==> src/rtl/window_3x3_generator.sv <==
// -----------------------------------------------------------------------------
// window_3x3_generator
//   Front end of the 3x3 median filter. Consumes a raster-order pixel stream,
//   keeps the two previous rows in line buffers, slides a 3x3 window and hands
//   each interior window to the 9-input sorter through a start/valid handshake.
//
// Parameters
//   IMG_WIDTH   pixels per row   (>= 3)
//   IMG_HEIGHT  rows per frame   (>= 3)
//   Pixel width comes from the BIT_WIDTH macro (8 if not provided).
//
// Ports
//   CLK           in   clock, rising edge
//   RST           in   asynchronous reset, active low
//   pix_valid_i   in   pixel present on pix_data_i
//   pix_data_i    in   pixel, raster order
//   pix_ready_o   out  pixel accepted when pix_valid_i & pix_ready_o
//   win0_o..win8_o out window, row-major, win0=(r-2,c-2) .. win8=(r,c)
//   start_o       out  request to sorter (start_i)
//   sort_valid_i  in   sorter done (valid_o)
//   frame_done_o  out  one-cycle pulse after the last window of a frame
//                      (present only when WIN_FRAME_DONE_EN is defined)
//
// Optional feature macro: WIN_FRAME_DONE_EN
// -----------------------------------------------------------------------------
`timescale 1ns/1ps
`ifndef BIT_WIDTH
`define BIT_WIDTH 8
`endif

module window_3x3_generator #(
  parameter int IMG_WIDTH  = 8,
  parameter int IMG_HEIGHT = 8
) (
  input  logic                  CLK,
  input  logic                  RST,
  input  logic                  pix_valid_i,
  input  logic [`BIT_WIDTH-1:0] pix_data_i,
  output logic                  pix_ready_o,
  output logic [`BIT_WIDTH-1:0] win0_o,
  output logic [`BIT_WIDTH-1:0] win1_o,
  output logic [`BIT_WIDTH-1:0] win2_o,
  output logic [`BIT_WIDTH-1:0] win3_o,
  output logic [`BIT_WIDTH-1:0] win4_o,
  output logic [`BIT_WIDTH-1:0] win5_o,
  output logic [`BIT_WIDTH-1:0] win6_o,
  output logic [`BIT_WIDTH-1:0] win7_o,
  output logic [`BIT_WIDTH-1:0] win8_o,
  output logic                  start_o,
  input  logic                  sort_valid_i
`ifdef WIN_FRAME_DONE_EN
  ,
  output logic                  frame_done_o
`endif
);

  localparam int PW    = `BIT_WIDTH;
  localparam int COL_W = $clog2(IMG_WIDTH);
  localparam int ROW_W = $clog2(IMG_HEIGHT);

  localparam logic [COL_W-1:0] COL_LAST = COL_W'(IMG_WIDTH - 1);
  localparam logic [ROW_W-1:0] ROW_LAST = ROW_W'(IMG_HEIGHT - 1);
  localparam logic [COL_W-1:0] COL_TWO  = COL_W'(2);
  localparam logic [ROW_W-1:0] ROW_TWO  = ROW_W'(2);
  localparam logic [COL_W-1:0] COL_ONE  = COL_W'(1);
  localparam logic [ROW_W-1:0] ROW_ONE  = ROW_W'(1);
  localparam logic [COL_W-1:0] COL_ZERO = {COL_W{1'b0}};
  localparam logic [ROW_W-1:0] ROW_ZERO = {ROW_W{1'b0}};

  typedef enum logic [1:0] {
    ACCEPT  = 2'd0,
    REQ     = 2'd1,
    RELEASE = 2'd2
  } state_t;

  state_t           state;
  state_t           next_state;
  logic [COL_W-1:0] col;
  logic [ROW_W-1:0] row;
  logic             transfer;
  logic             emit;
  logic [PW-1:0]    lb0 [IMG_WIDTH];   // row r-1
  logic [PW-1:0]    lb1 [IMG_WIDTH];   // row r-2
  logic [PW-1:0]    lb0_rd;
  logic [PW-1:0]    lb1_rd;
  logic [PW-1:0]    win [9];
  logic             start;
  logic             pix_ready;

  // Accept a pixel only while idle; read both line buffers at the current column.
  always_comb begin
    transfer = pix_valid_i && (state == ACCEPT);
    emit     = transfer && (row >= ROW_TWO) && (col >= COL_TWO);
    lb0_rd   = lb0[col];
    lb1_rd   = lb1[col];
  end

  // Next-state logic of the sorter handshake.
  always_comb begin
    next_state = state;
    case (state)
      ACCEPT: begin
        if (emit) next_state = REQ;
        else      next_state = ACCEPT;
      end
      REQ: begin
        // A sorter that already reports valid releases us after one cycle.
        if (sort_valid_i) next_state = RELEASE;
        else              next_state = REQ;
      end
      RELEASE: begin
        // Wait for valid to drop so the next start is seen as a new request.
        if (!sort_valid_i) next_state = ACCEPT;
        else               next_state = RELEASE;
      end
      default: next_state = ACCEPT;
    endcase
  end

  // State register with registered handshake outputs derived from next state.
  always_ff @(posedge CLK or negedge RST) begin
    if (!RST) begin
      state     <= ACCEPT;
      start     <= 1'b0;
      pix_ready <= 1'b1;
    end else begin
      state     <= next_state;
      start     <= (next_state == REQ);
      pix_ready <= (next_state == ACCEPT);
    end
  end

  // Column/row position of the next pixel; wraps only at the image bounds.
  always_ff @(posedge CLK or negedge RST) begin
    if (!RST) begin
      col <= COL_ZERO;
      row <= ROW_ZERO;
    end else if (transfer) begin
      if (col == COL_LAST) begin
        col <= COL_ZERO;
        if (row == ROW_LAST) row <= ROW_ZERO;
        else                 row <= row + ROW_ONE;
      end else begin
        col <= col + COL_ONE;
      end
    end else begin
      col <= col;
      row <= row;
    end
  end

  // Line buffers: row r-1 ages into row r-2, the new pixel becomes row r-1.
  always_ff @(posedge CLK) begin
    if (transfer) begin
      lb1[col] <= lb0_rd;
      lb0[col] <= pix_data_i;
    end
  end

  // Sliding window; only moves on a transfer, so it is frozen in REQ/RELEASE.
  always_ff @(posedge CLK or negedge RST) begin
    if (!RST) begin
      for (int i = 0; i < 9; i++) win[i] <= {PW{1'b0}};
    end else if (transfer) begin
      win[0] <= win[1];
      win[1] <= win[2];
      win[2] <= lb1_rd;
      win[3] <= win[4];
      win[4] <= win[5];
      win[5] <= lb0_rd;
      win[6] <= win[7];
      win[7] <= win[8];
      win[8] <= pix_data_i;
    end else begin
      for (int i = 0; i < 9; i++) win[i] <= win[i];
    end
  end

`ifdef WIN_FRAME_DONE_EN
  logic frame_done;

  // The only window whose transfer wraps both counters to zero is the last one.
  always_ff @(posedge CLK or negedge RST) begin
    if (!RST) begin
      frame_done <= 1'b0;
    end else begin
      frame_done <= (state == RELEASE) && (next_state == ACCEPT) &&
                    (row == ROW_ZERO) && (col == COL_ZERO);
    end
  end

  assign frame_done_o = frame_done;
`endif

  assign pix_ready_o = pix_ready;
  assign start_o     = start;
  assign win0_o      = win[0];
  assign win1_o      = win[1];
  assign win2_o      = win[2];
  assign win3_o      = win[3];
  assign win4_o      = win[4];
  assign win5_o      = win[5];
  assign win6_o      = win[6];
  assign win7_o      = win[7];
  assign win8_o      = win[8];

endmodule

==> config.mk <==
export PLATFORM = sky130hd
export DESIGN_NAME = window_3x3_generator
export DESIGN_NICKNAME = d
export VERILOG_FILES = /design/src/rtl/window_3x3_generator.sv
export SDC_FILE = /design/constraint.sdc
export NUM_CORES = 1
export LEC_CHECK = 0
export BUFFER_PORTS_ARGS = -buffer_cell sky130_fd_sc_hd__buf_2
export CAP_MARGIN = 30
export CELL_PAD_IN_SITES_DETAIL_PLACEMENT = 0
export CELL_PAD_IN_SITES_GLOBAL_PLACEMENT = 1
export CORE_MARGIN = 2
export CORE_UTILIZATION = 46
export DETAILED_ROUTE_END_ITERATION = 16
export GPL_TIMING_DRIVEN = 0
export HOLD_SLACK_MARGIN = 0.12
export PLACE_DENSITY = 0.88
export SYNTH_ARGS = -nofsm -noshare
export SYNTH_HDL_FRONTEND = slang
export SYNTH_SLANG_ARGS = --single-unit
==> constraint.sdc <==
create_clock -name CLK -period 3.6 [get_ports CLK]
set_input_delay 0.36 -clock CLK [delete_from_list [all_inputs] [get_ports CLK]]
set_output_delay 0.36 -clock CLK [all_outputs]
set_load 0.005 [all_outputs]
# == Yosys cells after proc, flatten, opt, wreduce, memory -nomap -nowiden ==
# Memories as Yosys holds them, arrays and structs flattened. A register that Yosys moved wholly into a read port is not among the register bits.
# Cells that the tools add are included.
# word_totals
reg_bits,74
ramBits,128
inputBits,12
output_inout_bits,74
word_cells,39
mem_count,2
# classes
n_addsub,2
magnitude_cmp,2
n_eq_ne,5
mux,8
reduce_logical,7
# mem_list
memory,words,width,rd,rd_ports_with_merged_regs,wr,line,text
lb0,8,8,1,0,1,82,logic [PW-1:0] lb0 [IMG_WIDTH];
lb1,8,8,1,1,1,83,logic [PW-1:0] lb1 [IMG_WIDTH];
# ops
operator,count
$add 3x1->3 const B,2
$eq 3x3->1 const B,2
$ge 3x2->1 const B,2
$mux 3,2
$pmux 2 s3,1
$eq 2x1->1 const B,2
$logic_not 2->1,2
$mux 2,2
$logic_and 1x1->1,3
$mux 1,3
$eq 2x2->1 const B,1
$reduce_and 2->1,1
$logic_not 1->1,1

# == Depth between registers and ports, before layout ==
# logic_depth
depth_word,7
depth_mapped,7
depth_no_buf,5

# == Worst setup path before layout ==
# No wires, ideal clock.
# synth_timing
kind,register to register
startpoint,register state[0]
endpoint,"memory lb0[0][0] in the netlist's numbering, enable pin"
setup_ns,0.409
t_arrival_ns,2.291
required_time_ns,3.191
setup_slack_ns,0.899
stages_incl_launch_ff,6
path_buffers,3
period_less_slack_ns,2.701
path_cell_list,dfrtp_1 -> buf_6 -> or3b_1 -> buf_2 -> buf_2 -> nor3_1
# synth_via
elab_chain_cells,4
# synth_rtl
item,line,text
"start, declared",76,state_t state;
"start signal, assigned",127,state <= next_state;
$logic_not 2->1,92,transfer = pix_valid_i && (state == ACCEPT);
$logic_and 1x1->1,92,
$mux 1,154,if (transfer) begin
$mux 1 (not written as such),156,lb0[col] <= pix_data_i;
"end, declared",82,
# No other way between the ends.

# == Final worst setup path ==
# layout_timing
startpoint,register col[1]
endpoint,"memory lb1[0][5] in the netlist's numbering, enable pin"
# layout_rtl
item,line,text
"start, declared",78,logic [COL_W-1:0] col;
"start signal, assigned",144,col <= col + COL_ONE;
"start signal, assigned",147,col <= col;
"end, declared",83,
# Straight into the memory's write port.

==> results_dict.tcl <==
set metrics [dict create \
    crit_type "reg2reg" \
    synth_mux_area_share_pct 8.030 \
    synth_area_leaders "edfxtp_1 (47%), dfrtp_1 (25%), nand2_1 (8.5%)" \
    clk_pin_slew_ps 60 \
    clkLatencyLatePin_ps 490 \
    drtIter0Drc 469 \
    period_needed_ps 2495 \
    fin_skew_ps 10.42 \
    ys_warn_count 0 \
    synth_seq_cells 210 \
    dr.pass1.iters 5 \
    slowest_delay_ps 660 \
    maxSlewViolCount 0 \
    instances_no_fill 957 \
    yosysUniqueCellTypes 28 \
    synthTopCellsByCount "nand2_1 (184), edfxtp_1 (128), dfrtp_1 (81)" \
    finalHoldViolCount 0 \
    rr_startpoint "col[1]" \
    fmax_mhz 400.8 \
    whs_ps 164.4 \
    grt_use_total_pct 19.18 \
    clk_path_buf_depth 3 \
    grt_pass1_vias 5051 \
    p_per_area_nw_per_um2 914.5 \
    critPathLaunch "col[1]" \
    wl_per_cell_um 18.47 \
    worstPathArrival_ps 2690 \
    rrSetupSlack_ps 1100 \
    crit_end "lb1[0][5]" \
    slowest_stage "nor3_2" \
    synth_top_family_by_area "simple AND/OR/NAND/NOR gates" \
    synth_top_cell_area_share_pct 47.35 \
    end_kind "flop" \
    path_max_fanout 10 \
    area_growth_pct 19.33 \
    path_common_cell "buf_2" \
    via_per_inst 5.247 \
    synth_area_per_cell_um2 13.62 \
    worst_hold_path_type "in2reg" \
    clock-sinks 210 \
    globalRouteOverflowTotal 0 \
    nets 734 \
    grt_pass1_wl_mm 27.15 \
    rsz0062_at_grt "false" \
    root_buffer "clkbuf_16" \
    synth_fa_ha_area_share_pct 0.9248 \
    start_util_pct 46.93 \
    yosys.area_share.simple_pct 10.62 \
    reg2reg_to "lb1[0][5]" \
    cp-start-kind "flop" \
    port_buffers 85 \
    synthCells 596 \
    synth_area_leader_cell "edfxtp_1" \
    max_slew_margin_pct 45.97 \
    status "completed" \
    drive_gt1_share_pct 22.27 \
    grt_max_degree 72 \
    fin_util_pct 56.00 \
    routabilityCongestion 0.7696 \
    num_vias 5021 \
    syn_nets 614 \
    core_um2 17300 \
    rr_worst_depth 5 \
    cts_buffers 22 \
    htree_levels 1 \
    io_pins 86 \
    synth-xor-area-share_pct 0.1079 \
    synth_seq_area_share_pct 72.64 \
    routed_wl_mm 17.67 \
    setup_viol_count_final 0 \
    dieArea_um2 18730 \
    cts_tree "done" \
    antenna_found_initial 0 \
    yosysMostFrequentCell "nand2_1" \
    ys.flop_type "edfxtp_1" \
    critPathRequiredTime_ps 3790 \
    drcViolationCount 0 \
    post-route-period-util_pct 69.31 \
    post_cts_resized 0 \
    maxCapViolations 0 \
    p_leak_nw 4.173 \
    tightest_slew_ps 806.1 \
    synth_edf_count 128 \
    hpwl_mm 11.88 \
    pre_cts_slack_ps 1073 \
    synth_compound_area_share_pct 5.333 \
    die_h_um 136.8 \
    final_antenna_net_count 0 \
    crit_chain "or2_2 -> buf_2 -> buf_2 -> nor3_2 -> buf_6" \
    rows 48 \
    fillers 1378 \
    fp.dieW_um 136.8 \
    setup_slack_ps 1105 \
    peakVddDrop_mv 0.4772 \
    synth_area_um2 8118 \
    cts_setup_buffers 0 \
    dpl.cell_count 915 \
    synthArstFlopShare_pct 39.05 \
    diodes 0 \
]
[per-stage QoR]
| stage | setup TNS (ps) | cell area (um2) | power (mW) |
|---|---|---|---|
| global placement | -10790 | 8825 | 6.593 |
| floorplan | 0 | 8118 | 5.569 |
| CTS | 0 | 9687 | 8.935 |
| detailed placement | 0 | 8979 | 6.783 |
| finish | 0 | 9687 | 8.859 |
| global route | 0 | 9687 | 9.362 |
[critical path: cells and delay by family, from the launching register on]
kind,cells,cell delay [ps]
and+or+nand+nor,2,980
buffers and inverters,3,740
DFF,1,460
[how the worst min path moves through the flow]
stage	start	endpoint	slack (ps)	depth (start not counted)
final	pix_data_i[2]	lb0[0][2]	160	1
after CTS	pix_data_i[2]	lb0[0][2]	150	1
after floorplan	RST	col[0]	60	0
after global routing	pix_data_i[2]	lb0[0][2]	170	1
after global placement	win0_o[1]	win0_o[1]	450	2
after detailed placement	RST	win0_o[1]	230	1
[where the power goes]
part           total (mW)  internal [mW]  switching (mW)
clock                2.13           1.28           0.847
combinational        2.89           1.13            1.76
sequential           3.84           3.46           0.380
total                8.86           5.87            2.99
[flip-flops by register name, summed over array words and instances (netlist names)]
name,cells
pix_ready_o,1
win1_o,8
win4_o,8
win5_o,8
row,3
lb1,64
win3_o,8
state,2
win8_o,8
win6_o,8
win2_o,8
col,3
start_o,1
lb0,64
win0_o,8
win7_o,8
[cell type report]
cell class | count | area [um2] | area share (%)
Sequential cell | 210 | 5897 | 60.88
Multi-Input combinational cell | 349 | 2061 | 21.27
Clock buffer | 34 | 636.9 | 6.575
Timing Repair Buffer | 96 | 569.3 | 5.877
Tap cell | 225 | 281.5 | 2.906
Buffer | 34 | 178.9 | 1.847
Clock inverter | 6 | 51.30 | 0.5296
Inverter | 3 | 11.26 | 0.1162
[cell families (layout without fill, tap and decap cells)]
logic type | count (synthesis) | in the layout
AOI/OAI and AO/OA | 57 | 57
xor gates and xnor gates | 1 | 1
adders and majority gates | 6 | 6
buffers and inverters | 37 | 173
DFF | 210 | 210
muxes | 65 | 65
and+or+nand+nor | 220 | 220
[per-layer routing]
metal | vias to the layer above | track usage (%) | routed length (um)
met5 | - | 0 | 0
met4 | 0 | 7.617 | 478
met3 | 40 | 2.889 | 995
met2 | 161 | 31.58 | 8626
met1 | 2472 | 25.77 | 7573
li1 | 2348 | - | -
[timing repair]
| action | 4_1_cts | 5_1_grt |
|---|---|---|
| setup endpoints to repair | 0 | 0 |
| hold endpoints to repair | 82 | 0 |
| hold buffers | 2 | 0 |
[cell usage in the layout, fill, tap and decap left out, types with 4 or more instances in the layout]
cell type,Yosys,routed
a31oi_1,16,16
buf_2,26,110
buf_4,3,4
buf_6,1,8
clkbuf_1,3,12
clkbuf_16,0,23
dfrtp_1,81,81
edfxtp_1,128,128
ha_1,6,6
mux2i_1,64,64
nand2_1,184,184
nor2_1,22,18
nor2_2,0,4
nor3_2,0,4
o21ai_0,4,4
o22a_1,32,32
No activity file was read; power rests on OpenSTA's default activity.
